<file path="src/rtl/rate_generator.sv">
// Multi-channel rate generator: per-channel square wave and rising-edge tick strobe,
// half-period divisors shadow-buffered so runtime reprogramming never glitches the output.
module rate_generator #(
  parameter int NUM_CH = 2,
  parameter int CNT_W  = 24,
  parameter logic [NUM_CH*CNT_W-1:0] RST_HALF = {24'd2_999_999, 24'd5_999},
  localparam int CH_W = (NUM_CH > 1) ? $clog2(NUM_CH) : 1
) (
  input  logic              clk_12MHz,
  input  logic              rst,
  input  logic [NUM_CH-1:0] ch_en,
  input  logic              sync,
  input  logic              cfg_we,
  input  logic [CH_W-1:0]   cfg_ch,
  input  logic [CNT_W-1:0]  cfg_half,
  output logic [NUM_CH-1:0] sq_out,
  output logic [NUM_CH-1:0] tick,
  output logic [NUM_CH-1:0] pend,
  output logic              cfg_err
);

  logic cfg_err_q;
  logic cfg_bad;

  // Widened by one bit so the range check still works when NUM_CH is a power of two.
  assign cfg_bad = cfg_we && ({1'b0, cfg_ch} >= (CH_W+1)'(NUM_CH));

  always_ff @(posedge clk_12MHz) begin
    if (rst) begin
      cfg_err_q <= 1'b0;
    end else begin
      cfg_err_q <= cfg_bad;
    end
  end

  assign cfg_err = cfg_err_q;

  for (genvar i = 0; i < NUM_CH; i++) begin : g_ch
    logic [CNT_W-1:0] cnt;
    logic [CNT_W-1:0] act;
    logic [CNT_W-1:0] shd;
    logic             pend_q;
    logic             sq_q;
    logic             tick_q;
    logic             wr_hit;
    logic             term;

    assign wr_hit = cfg_we && (cfg_ch == CH_W'(i));
    assign term   = (cnt == act);

    always_ff @(posedge clk_12MHz) begin
      if (rst) begin
        cnt    <= '0;
        act    <= RST_HALF[i*CNT_W +: CNT_W];
        shd    <= RST_HALF[i*CNT_W +: CNT_W];
        pend_q <= 1'b0;
        sq_q   <= 1'b0;
        tick_q <= 1'b0;
      end else begin
        if (sync) begin
          cnt    <= '0;
          sq_q   <= 1'b0;
          tick_q <= 1'b0;
          if (pend_q) act <= shd;
          pend_q <= 1'b0;
        end else if (!ch_en[i]) begin
          cnt    <= '0;
          sq_q   <= 1'b0;
          tick_q <= 1'b0;
        end else if (term) begin
          // The compare above used the old act; the shadow only lands for the next half-period.
          cnt    <= '0;
          sq_q   <= ~sq_q;
          tick_q <= ~sq_q;
          if (pend_q) begin
            act    <= shd;
            pend_q <= 1'b0;
          end
        end else begin
          cnt    <= cnt + CNT_W'(1);
          tick_q <= 1'b0;
        end
        // A write is ordered after sync/apply so it always survives as a fresh pending value.
        if (wr_hit) begin
          shd    <= cfg_half;
          pend_q <= 1'b1;
        end
      end
    end

    assign sq_out[i] = sq_q;
    assign tick[i]   = tick_q;
    assign pend[i]   = pend_q;
  end

endmodule

</file>
<file path="config.mk">
export PLATFORM = sky130hd
export DESIGN_NAME = rate_generator
export DESIGN_NICKNAME = d
export VERILOG_FILES = /design/src/rtl/rate_generator.sv
export SDC_FILE = /design/constraint.sdc
export NUM_CORES = 1
export LEC_CHECK = 0
export ABC_AREA = 1
export CAP_MARGIN = 20
export CORE_MARGIN = 5
export CORE_UTILIZATION = 40
export DETAILED_ROUTE_END_ITERATION = 8
export PLACE_DENSITY = 0.59
export SKIP_CTS_REPAIR_TIMING = 1
export SLEW_MARGIN = 20
export SYNTH_ARGS = -nofsm -noshare
export SYNTH_HDL_FRONTEND = slang
export SYNTH_SLANG_ARGS = --single-unit
</file>
<file path="constraint.sdc">
create_clock -name clk_12MHz -period 2.7 [get_ports clk_12MHz]
set_input_delay 0.405 -clock clk_12MHz [delete_from_list [all_inputs] [get_ports clk_12MHz]]
set_output_delay 0.405 -clock clk_12MHz [all_outputs]
set_load 0.03 [all_outputs]
</file>
# --- Word level (Yosys, flattened, before mapping) ---
# Cells that the tools add are included.
# Widths: inputs -> output; s select.
word_totals:
  ff_bits: 150
  output_inout_bits: 7
classes:
  mux: 16
  addsub: 2
  n_bitwise: 7
  reduce_logical: 20
  eq_ne: 2
ops:
  columns: ["operator", "count"]
  rows:
  - ["$mux 24", 8]
  - ["$add 24x1->24 const B", 2]
  - ["$eq 24x24->1", 2]
  - ["$reduce_or 4->1", 4]
  - ["$reduce_bool 3->1", 4]
  - ["$mux 1", 8]
  - ["$reduce_and 2->1", 4]
  - ["$reduce_bool 2->1", 4]
  - ["$not 1->1", 7]
  - ["$reduce_or 3->1", 2]
  - ["$logic_and 1x1->1", 2]

# --- Logic depth before layout (Yosys ltp) ---
logic_depth:
  depth_word: 5
  mapped_depth: 14

# --- Worst setup path before layout ---
# Ideal clock, no wire load.
synth_path:
  kind: "register to register"
  from: "register g_ch[0].cnt[0]"
  to: "register g_ch[0].cnt[22]"
  arrival_ps: 1626
  setup_ps: 81
  required_time_ps: 2619
  slack_ps: 993
  n_path_buf: 0
  path_stages_with_launch: 11
  cell_sequence: "dfxtp_1 ha_1 nand2_1 nor2_1 nand2_1 nor2_1 nand2_1 inv_1 nand2_1 o21ai_0 nor3b_1"
synth_between:
  elab_chain_cells: 2
synth_lines:
  columns: ["element", "line", "source"]
  rows:
  - ["start: declaration", "39", "logic [CNT_W-1:0] cnt;"]
  - ["start signal: assignment", "80", "cnt <= cnt + CNT_W'(1);"]
  - ["branches (longest 2 deep; another with $add 24x1->24)", null, null]
# Several ways; the timed one is not identified.
# A chain may end at the register's enable or synchronous reset.

# --- Final worst setup path ---
layout_path:
  from: "register g_ch[1].pend_q"
  to: "output port pend[1]"
layout_rtl:
  columns: ["element", "line", "source"]
  rows:
  - ["start: declaration", "42", "logic pend_q;"]
  - ["start signal: assignment", "56", "pend_q <= 1'b0;"]
  - ["start signal: assignment", "65", "pend_q <= 1'b0;"]
  - ["start signal: assignment", "77", "pend_q <= 1'b0;"]
  - ["end: declaration", "18", "output logic [NUM_CH-1:0] pend,"]
# No word-level cell between the ends.

==> qor.csv <==
stage,metric,value,unit
floorplan,I/O pin cnt,38,
detailed_routing,initial DRC count,345,
yosys,syn avg cell area,6.642,um2
clock_tree,TritonCTS Buffers,17,
floorplan,die area,20410,um2
power,PD cells,668.7,nW/um2
cells_and_area,area grow syn2layout,16.50,%
power,sequential power share,0.426,
placement,number of port buffers,36,
detailed_routing,Final ANT Viol Nets,0,
worst_setup_path,crit-path max FO,27,
hold_path,worst hold-check path type,flip-flop to flip-flop,
global_route,vias in the first global route,5595,
yosys,post-synth top area cell,dfxtp_1,
global_route,first-pass GRT wire length,28.03,mm
yosys,number of library cell types mapped by synthesis,36,
power,P_int,4.201,mW
detailed_routing,drt total wl,17.07,mm
yosys,Async SR Flop Fraction,0,
worst_setup_path,crit path from,g_ch[1].pend_q$_SDFFE_PP0P_,
worst_setup_path,Crit. End Element,primary output,
power,Worst VDD drop,0.5383,mV
timing,Final min period,2.146,ns
power,Clk pwr share,0.506,
cells_and_area,fill count,1795,
timing,fmax,0.4659,GHz
detailed_routing,DR WL/cell,12.98,um
power,switching fraction of total power,0.2362,
timing,Final Hold Fails,0,
global_route,initial antenna violation count,0,
timing,Final period util,0.7950,
clock_tree,CTS tree,done,
worst_setup_path,WP data required,2.30,ns
yosys,synth cell count leaders,"nand2_1, dfxtp_1, inv_1, nor2_1, nand3_1",
worst_setup_path,Critical Path AT,1.74,ns
yosys,post-synth top area share,0.4253,
detailed_routing,DR vias,6187,
placement,Detailed Place HPWL,12.40,mm
detailed_routing,DRC,0,
detailed_routing,mean number of vias per cell,4.705,
yosys,number of synthesized flops with an enable pin,0,
floorplan,die width,142.9,um
cells_and_area,Reg area,3003,um2
floorplan,Initial Util,0.4082,
floorplan,floorplan row count,48,
clock_tree,clock sink total,150,
global_route,All-Layer GR Usage,0.1718,
global_route,grt ovf,0,
detailed_routing,TritonRoute pass-1 iters,4,
yosys,yosys warns,0,
worst_setup_path,r2r startpoint,g_ch[0].cnt[0]$_SDFF_PP0_,
timing,"Setup violations, final",0,
worst_setup_path,Startpoint Class,flip-flop,
cells_and_area,area of the multi-input gates,3221,um2
cells_and_area,nets,1110,
placement,GP Congestion,0.7992,
clock_tree,"CTS clk-pin slew, worst paths",0.06,ns
floorplan,chip height,142.9,um
timing,Pins Over Slew Limit,0,
power,power share of the combinational group,0.068,
power,NetSw,1.299,mW
timing,clk_skew,0.01536,ns
yosys,syn nets,1096,
timing,Max-slew headroom,0.2798,
run,maxcap violations,0,
power,Leak,3.559,nW
timing,RSZ-0062 raised after global routing,no,
clock_tree,Root Buffer,clkbuf_16,
clock_tree,Clock Tree Buf Depth,2,
timing,setup_tns,0,ns
yosys,cell area after synthesis,7061,um2
cells_and_area,n_diodes,0,
yosys,"top cells by area, synth","dfxtp_1, nand2_1, inv_1",
clock_tree,H-tree Lvls,4,
yosys,Post-Synthesis Cells,1063,
hold_path,hold_sp,g_ch[0].shd[11]$_SDFFE_PP0P_,
yosys,sequential cell area fraction in the yosys report,0.4253,
yosys,most frequent cell after synthesis,nand2_1,
yosys,top_reg_cell synth,dfxtp_1,
timing,Fin Hold WS,0.4553,ns
cells_and_area,layout cells sized above 1,0.05505,
clock_tree,clock latency on the worst-skew pair,0.42,ns
worst_setup_path,critical path class,flip-flop to primary output,
floorplan,Core ar.,17300,um2
yosys,Yosys reg bits,150,
run_status,status,finished clean,
global_route,largest net degree at the start of global routing,56,
timing,Least-Margin Pin Slew,1.079,ns
==> final timing paths <==
kind,endpoint,slack (ns),cells past startpoint
max reg2reg,g_ch[0].cnt[22]$_SDFF_PP0_,0.61,10
min,g_ch[0].shd[11]$_SDFFE_PP0P_,0.46,2
max,pend[1],0.55,2
min reg2reg,g_ch[0].shd[11]$_SDFFE_PP0P_,0.46,2
==> registers in the layout (all words and copies together) (netlist names) <==
| register | flops |
|---|---|
| g_ch.act | 48 |
| g_ch.cnt | 48 |
| g_ch.pend_q | 2 |
| g_ch.shd | 48 |
| g_ch.sq_q | 2 |
| g_ch.tick_q | 2 |
==> final cells by class <==
class	count	share of cell area
Clock buffer	17	0.05172
Sequential cell	150	0.3651
Clock inverter	15	0.03194
Multi-Input combinational cell	706	0.3915
Timing Repair Buffer	49	0.05567
Tap cell	225	0.03423
Inverter	153	0.06982
==> per-layer routing <==
metal,wire [um],global-route usage
met4,203,0.04202
met1,8594,0.2376
met2,7707,0.2720
met5,0,0
met3,566,0.04086
==> cells in the final DEF (no fill, tap or decap), types with 6 or more instances in the layout <==
cell type / netlist / final
nand3_1: 68 / 68
clkbuf_16: 0 / 17
nand2_1: 324 / 324
clkdlybuf4s50_1: 0 / 36
xor2_1: 13 / 13
nor2_1: 104 / 104
nand4_1: 60 / 60
buf_4: 7 / 13
dfxtp_1: 150 / 150
nor3_1: 31 / 31
bufinv_16: 0 / 6
o21ai_0: 29 / 29
inv_1: 148 / 148
a21oi_1: 42 / 42
==> cell families (layout without fill, tap and decap cells) <==
kind of cell	count (synthesis)	in the layout	share of synthesized area
other	1	1	0.0005311
AOI/OAI and AO/OA	83	83	0.06202
xor gates and xnor gates	14	14	0.01737
and+or+nand+nor	606	606	0.3727
adders and majority gates	2	2	0.003544
DFF	150	150	0.4253
buffers and inverters	207	234	0.1186
==> worst max-delay path: stages (launching register included) <==
cell and delay, ns:
dfxtp_1 0.31, buf_4 0.28, clkdlybuf4s50_1 0.73
==> per-stage QoR <==
stage | worst slack, ns | util | cells | area (um2) | total power, mW
after floorplan | 0.9928 | - | 1063 | 7061 | 2.633
after global placement | 0.6405 | 0.4358 | 1283 | 7537 | 2.762
after detailed placement | 0.5636 | 0.4358 | 1283 | 7537 | 2.768
after CTS | 0.5391 | 0.4756 | 1315 | 8225 | 5.547
after global routing | 0.3015 | 0.4756 | 1315 | 8225 | 5.698
final | 0.5536 | 0.4756 | 1315 | 8225 | 5.501
==> power by group through the flow <==
stage	clock network, mW	logic, mW	registers [mW]
2_1_floorplan	0	0.261	2.37
3_3_place_gp	0	0.370	2.39
3_5_place_dp	0	0.374	2.39
4_1_cts	2.83	0.377	2.34
5_1_grt	2.92	0.428	2.35
6_report	2.78	0.374	2.34
No activity file was read; power rests on OpenSTA's default activity.
